File: src/rtl/day1_parser_pkg.sv
// day1_pkg: shared types and constants for the Day 1 byte-stream parser.
//   state_t      - parser FSM states (IDLE, DIGITS, ERROR, DONE)
//   CH_*         - ASCII codes the parser recognises
//   MAG_W        - width of a decoded magnitude
//   MAG_MAX      - saturation value for a magnitude
//   is_digit()   - true for ASCII '0'..'9'
package day1_pkg;

  typedef enum logic [1:0] {
    IDLE   = 2'd0,
    DIGITS = 2'd1,
    ERROR  = 2'd2,
    DONE   = 2'd3
  } state_t;

  localparam logic [7:0] CH_L    = 8'h4C;  // 'L'
  localparam logic [7:0] CH_R    = 8'h52;  // 'R'
  localparam logic [7:0] CH_ZERO = 8'h30;  // '0'
  localparam logic [7:0] CH_NINE = 8'h39;  // '9'
  localparam logic [7:0] CH_LF   = 8'h0A;  // '\n'
  localparam logic [7:0] CH_CR   = 8'h0D;  // '\r'

  localparam int MAG_W = 16;
  localparam logic [MAG_W-1:0] MAG_MAX = 16'hFFFF;

  function automatic logic is_digit(input logic [7:0] b);
    return (b >= CH_ZERO) && (b <= CH_NINE);
  endfunction

endpackage

File: src/rtl/day1_parser_decimal_accumulator.sv
// decimal_accumulator: saturating base-10 accumulator for one line's digits.
// Ports:
//   clock, clear_n      - clock, asynchronous active-low reset
//   clear               - zero the value and digit count (wins over digit_en)
//   digit_en, digit     - append one decimal digit (0..9)
//   value               - registered accumulated value
//   next_value          - value after appending 'digit' (used when the line
//                         ends on the same byte that carries a digit)
//   count               - digits appended since the last clear
//   overflow            - appending 'digit' saturates the value
module decimal_accumulator
  import day1_pkg::*;
#(
  parameter int CNT_W = 3
) (
  input  logic             clock,
  input  logic             clear_n,
  input  logic             clear,
  input  logic             digit_en,
  input  logic [3:0]       digit,
  output logic [MAG_W-1:0] value,
  output logic [MAG_W-1:0] next_value,
  output logic [CNT_W-1:0] count,
  output logic             overflow
);

  // 65535*10 + 9 fits in 20 bits, so the product never wraps before the
  // saturation test.
  logic [19:0] wide;

  assign wide       = (20'(value) * 20'd10) + 20'(digit);
  assign overflow   = wide > 20'(MAG_MAX);
  assign next_value = overflow ? MAG_MAX : wide[MAG_W-1:0];

  always_ff @(posedge clock or negedge clear_n) begin
    if (!clear_n) begin
      value <= '0;
      count <= '0;
    end else if (clear) begin
      value <= '0;
      count <= '0;
    end else if (digit_en) begin
      value <= next_value;
      count <= count + 1'b1;
    end
  end

endmodule

File: src/rtl/day1_parser.sv
// day1_parser: decodes an ASCII stream of "L<decimal>" / "R<decimal>" lines
// into {direction, magnitude} instructions with a one-cycle valid pulse.
// Ports:
//   clock, clear_n        - clock, asynchronous active-low reset
//   data_in[7:0]          - ASCII byte
//   data_in_valid         - byte present
//   data_in_last          - final byte of the input (qualified by valid)
//   data_in_ready         - parser accepts a byte this cycle
//   direction             - 1 = R, 0 = L (held between pulses)
//   magnitude[15:0]       - decoded value (held between pulses)
//   instruction_valid     - one-cycle pulse, new instruction present
//   done, error, overflow - sticky status flags
//   instruction_count     - pulses since reset (only with DAY1_PARSER_STATS_EN)
//   state_dbg             - current FSM state, for observation only
// Optional feature macro: DAY1_PARSER_STATS_EN.
//
// Handshake: a byte transfers on a rising edge where data_in_valid and
// data_in_ready are both 1. data_in_ready depends on the state register
// only; it is low solely in DONE. Outputs carry no backpressure.
module day1_parser
  import day1_pkg::*;
#(
  parameter int MAX_DIGITS = 5
) (
  input  logic             clock,
  input  logic             clear_n,
  input  logic [7:0]       data_in,
  input  logic             data_in_valid,
  input  logic             data_in_last,
  output logic             data_in_ready,
  output logic             direction,
  output logic [MAG_W-1:0] magnitude,
  output logic             instruction_valid,
  output logic             done,
  output logic             error,
  output logic             overflow,
`ifdef DAY1_PARSER_STATS_EN
  output logic [31:0]      instruction_count,
`endif
  output state_t           state_dbg
);

  localparam int CNT_W = $clog2(MAX_DIGITS + 1);
  localparam logic [CNT_W-1:0] MAX_CNT = CNT_W'(MAX_DIGITS);

  state_t state_q, state_next, proc_state;

  logic             accept;
  logic             dir_latched;
  logic             emit, set_err, set_ovf, set_done;
  logic             acc_clear, digit_en, dir_load;
  logic [MAG_W-1:0] acc_value, acc_next;
  logic [CNT_W-1:0] acc_count;
  logic             acc_ovf;
  logic [MAG_W-1:0] emit_mag;

  assign data_in_ready = (state_q != DONE);
  assign accept        = data_in_valid & data_in_ready;
  assign state_dbg     = state_q;

  decimal_accumulator #(
    .CNT_W (CNT_W)
  ) u_acc (
    .clock      (clock),
    .clear_n    (clear_n),
    .clear      (acc_clear),
    .digit_en   (digit_en),
    .digit      (data_in[3:0]),
    .value      (acc_value),
    .next_value (acc_next),
    .count      (acc_count),
    .overflow   (acc_ovf)
  );

  // A line ending on a digit byte (data_in_last, no newline) must report the
  // value including that digit, which is not yet in the register.
  assign emit_mag = digit_en ? acc_next : acc_value;

  always_comb begin
    proc_state = state_q;
    state_next = state_q;
    emit       = 1'b0;
    set_err    = 1'b0;
    set_ovf    = 1'b0;
    set_done   = 1'b0;
    acc_clear  = 1'b0;
    digit_en   = 1'b0;
    dir_load   = 1'b0;
    if (accept) begin
      case (state_q)
        IDLE: begin
          if ((data_in == CH_L) || (data_in == CH_R)) begin
            dir_load   = 1'b1;
            acc_clear  = 1'b1;
            proc_state = DIGITS;
          end else if ((data_in == CH_LF) || (data_in == CH_CR)) begin
            proc_state = IDLE;
          end else begin
            proc_state = ERROR;
          end
        end
        DIGITS: begin
          if (is_digit(data_in)) begin
            if (acc_count < MAX_CNT) begin
              digit_en = 1'b1;
              set_ovf  = acc_ovf;
            end else begin
              proc_state = ERROR;
            end
          end else if (data_in == CH_CR) begin
            proc_state = DIGITS;
          end else if (data_in == CH_LF) begin
            if (acc_count != '0) begin
              emit       = 1'b1;
              proc_state = IDLE;
            end else begin
              proc_state = ERROR;
            end
          end else begin
            proc_state = ERROR;
          end
        end
        ERROR:   proc_state = ERROR;
        DONE:    proc_state = DONE;
        default: proc_state = ERROR;
      endcase

      if (proc_state == ERROR) set_err = 1'b1;
      state_next = proc_state;

      // Last byte: finish the pending line (if any) in the same update.
      if (data_in_last) begin
        state_next = DONE;
        set_done   = 1'b1;
        if (proc_state == DIGITS) begin
          if (digit_en || (!acc_clear && (acc_count != '0))) emit = 1'b1;
          else set_err = 1'b1;
        end
      end
    end
  end

  always_ff @(posedge clock or negedge clear_n) begin
    if (!clear_n) begin
      state_q           <= IDLE;
      dir_latched       <= 1'b0;
      direction         <= 1'b0;
      magnitude         <= '0;
      instruction_valid <= 1'b0;
      done              <= 1'b0;
      error             <= 1'b0;
      overflow          <= 1'b0;
    end else begin
      state_q           <= state_next;
      instruction_valid <= emit;
      if (dir_load) dir_latched <= (data_in == CH_R);
      if (emit) begin
        direction <= dir_latched;
        magnitude <= emit_mag;
      end
      if (set_err)  error    <= 1'b1;
      if (set_ovf)  overflow <= 1'b1;
      if (set_done) done     <= 1'b1;
    end
  end

`ifdef DAY1_PARSER_STATS_EN
  always_ff @(posedge clock or negedge clear_n) begin
    if (!clear_n) instruction_count <= '0;
    else if (emit) instruction_count <= instruction_count + 32'd1;
  end
`endif

endmodule

File: config.mk
export PLATFORM = sky130hd
export DESIGN_NAME = day1_parser
export DESIGN_NICKNAME = d
export VERILOG_FILES = /design/src/rtl/day1_parser_pkg.sv /design/src/rtl/day1_parser_decimal_accumulator.sv /design/src/rtl/day1_parser.sv
export SDC_FILE = /design/constraint.sdc
export NUM_CORES = 1
export LEC_CHECK = 0
export BUFFER_PORTS_ARGS = -buffer_cell sky130_fd_sc_hd__buf_2
export CORE_ASPECT_RATIO = 1.2
export CORE_MARGIN = 4
export CORE_UTILIZATION = 40
export CTS_CLUSTER_SIZE = 24
export DETAILED_ROUTE_END_ITERATION = 10
export PLACE_DENSITY = 0.7
export SYNTH_ARGS = -nofsm -noshare
export SYNTH_HDL_FRONTEND = slang
export SYNTH_SLANG_ARGS = --single-unit
File: constraint.sdc
create_clock -name clock -period 4 [get_ports clock]
set_input_delay 0.8 -clock clock [delete_from_list [all_inputs] [get_ports clock]]
set_output_delay 0.8 -clock clock [all_outputs]
set_load 0.05 [all_outputs]
==> summary.txt <==
Worst setup path
  – Crit-path leading delay family: adder cells
  – Flop2flop setup slack: 0.34 ns
  – CP Launch Type: flip-flop
  – Critical Path RT: 4.20 ns
  – Highest net fanout along the worst path: 25
  – Worst path bufs/invs: 2
  – CP max-delay cell: dfrtp_1
  – Reg2Reg Depth: 13
  – CP Class: flip-flop to flip-flop
  – Worst setup EP type: flip-flop
  – Sequence of cells on the critical path: ha_1, ha_1, inv_1, fa_1, nand2b_1, a311o_1, nor3_2, nand3_2, nor3_2, nand4_2, mux2i_4, buf_4, a311oi_1
  – Worst reg2reg path startpoint: u_acc.value[1]
  – FF-to-FF End: u_acc.value[4]
  – Number of cells on the critical path: 13
  – Worst EP arrival: 3.86 ns
  – Crit path largest cell delay: 0.44 ns

Power
  – Static leakage: 1.672 nW
  – Max VDD drop: 0.1214 mV
  – PwrDens: 218.1 nW/um^2

Yosys
  – Post-Synth Adder-Cell Area: 13.77%
  – Top-count cell post-synth: dfrtp_1
  – FF+latch count, synth: 43
  – Syn Area/Cell: 8.987 um^2
  – Simple-gate share of the synthesized area: 19.93%
  – Mux cell area share after synthesis: 2.054%
  – Most common flop cell mapped by yosys: dfrtp_1
  – Largest cells by area after synthesis: dfrtp_1, ha_1, o21ai_0
  – Yosys top cell by area: dfrtp_1
  – Post-Syn Instances: 366
  – Compound-cell area share of the yosys netlist: 21.76%
  – Xor and xnor area share after synthesis: 6.390%
  – Async set or reset register ratio after synthesis: 100.0%
  – Synthesis warning total: 0
  – Top cell type's share of synthesized area: 32.71%
  – Synthesized cell area: 3289 um^2
  – Unique cell type count in the Yosys netlist: 64
  – Post-synth EDFFs: 0
  – Syn_nets: 413
  – Largest family of logic cells by synthesized area: compound AO/OA/AOI/OAI gates
  – Register area share after synthesis: 32.71%
  – Top cells by count, synth: dfrtp_1, nor2_1, nand2_1

Routing
  – Post-route ant nets: 0
  – Via count: 2940
  – DRT iter0 DRCs: 117
  – Via density per instance: 5.988
  – DRC errors left: 0
  – Avg WL per Cell: 16.47 um
  – Initial DRT Pass Iterations: 4
  – WL final: 8088 um

CTS
  – Hold buffers post-CTS: 0
  – Clk root buf: clkbuf_8
  – CTS clk-pin slew, worst paths: 0.09 ns
  – Clk buf depth: 2
  – Sink Count: 43
  – CTS tree: yes
  – Setup bufs post-CTS: 0
  – CTS Buf Count: 5
  – Resized Gates After CTS: 0
  – H-tree depth: 2
  – Worst-skew pair later-pin latency: 0.30 ns

GRT
  – Vias in the first global route: 2885
  – Global Route Usage Sum: 16.94%
  – Largest net degree at the start of global routing: 47
  – Gr ovfl total: 0
  – First-pass GRT wire length: 13680 um
  – Initial antenna violation count: 0

Final layout
  – Fillers: 740
  – Nets: 445
  – Final Instance Area: 3632 um^2
  – Fin cells: 491
  – Layout cell share with drive strength beyond 1: 15.79%
  – Area grow syn2layout: 10.42%
  – Antenna cells: 0

STA
  – FMAX: 272.9 MHz
  – Tightest Pin Transition: 0.9864 ns
  – Fin Clk Skew: 0.009427 ns
  – Slew Viols, Final: 0
  – WHS: 0.4709 ns
  – Relative slew slack: 32.54%
  – Final hold vios: 0
  – RSZ-0062 raised after global routing: false
  – Final Setup Violations: 0
  – Period Utilization, post-route: 91.61%
  – Fin Setup TNS: 0 ns
  – Crit path time final: 3.664 ns

Hold path
  – HP Start: error
  – Hold Path End: error
  – Worst Hold Class: flip-flop to flip-flop
  – WHS Path Cells: 1

Floorplan
  – Core footprint: 7839 um^2
  – Io pins: 36
  – Die Area: 9744 um^2
  – Starting density of the core: 41.96%
  – Num rows: 35
  – Die Span X: 90.78 um
  – Die height: 107.3 um

Run status
  – Status: complete, no violations

Placement
  – Inst Count DP: 483
  – Placer Congestion: 0.8813
  – Final HPWL DP: 6202 um
  – Area after DPL: 3540 um^2
  – Buffers added on ports: 35

Run
  – # Max-Cap Violations: 0
[power breakdown]
part	switching, mW	total [mW]	internal, mW
sequential	0.00266	0.441	0.438
combinational	0.0427	0.0621	0.0193
clock	0.164	0.289	0.125
[metal layers]
layer | routed length [um] | up-vias | global-route usage (%)
met1 | 3523 | 1417 | 20.68
met2 | 3983 | 76 | 29.62
li1 | - | 1425 | -
met4 | 255 | 0 | 7.651
met5 | 0 | - | 0
met3 | 326 | 22 | 2.378
[cells in the final DEF (no fill, tap or decap), types with 3 or more instances in the layout]
cell / count
buf_4: 5
a311oi_1: 5
dfrtp_1: 43
a21o_1: 4
inv_1: 9
o21ai_0: 30
nand4_1: 8
or2_2: 5
o21bai_1: 3
a41oi_1: 5
a21oi_1: 17
nand3_1: 6
o21a_1: 3
buf_2: 35
ha_1: 33
clkbuf_8: 5
nor4bb_1: 4
xor2_1: 10
xnor2_1: 14
nor2b_1: 3
nand2_1: 35
nor3_1: 6
nor2_1: 37
and3_1: 4
a211oi_1: 10
nand2b_1: 5
a31oi_1: 12
[worst max-delay path by stage]
stage	start	endpoint
after floorplan	u_acc.value[1]	magnitude[11]
after global placement	u_acc.value[1]	u_acc.value[3]
after detailed placement	u_acc.value[1]	u_acc.value[11]
after CTS	u_acc.value[1]	u_acc.value[11]
after global routing	u_acc.value[1]	u_acc.value[4]
final	u_acc.value[1]	u_acc.value[4]
[layout make-up]
class	instances	area, um^2	area share, %
clock buffers	5	68.82	1.895
clock inverters	3	23.77	0.6545
inverters	9	33.78	0.9301
multi-input cells	299	2102	57.87
flip-flops and latches	43	1076	29.62
well taps	92	115.1	3.169
repair buffers	40	212.7	5.856
[sequential cells by signal (all words and copies together), names as in the netlist]
name               flops
direction              1
u_acc.value           16
error                  1
dir_latched            1
overflow               1
done                   1
magnitude             16
state_dbg              2
u_acc.count            3
instruction_valid      1
[metrics by stage]
stage                     total power, mW  utilization [%]  setup WS (ns)
after global routing               0.8261            46.34        0.08460
after detailed placement           0.5122            45.16         0.3523
after floorplan                    0.4849                -         0.7206
final                              0.7922            46.34         0.3356
after CTS                          0.7982            46.34         0.3268
after global placement             0.5113            45.16         0.5140
[kinds of logic after synthesis]
logic type / Yosys count
AOI/OAI and AO/OA: 107
xor gates and xnor gates: 24
adders and majority gates: 35
buffers and inverters: 24
DFF: 43
muxes: 5
and+or+nand+nor: 128
Note: power is estimated with default switching activity, not from simulation.
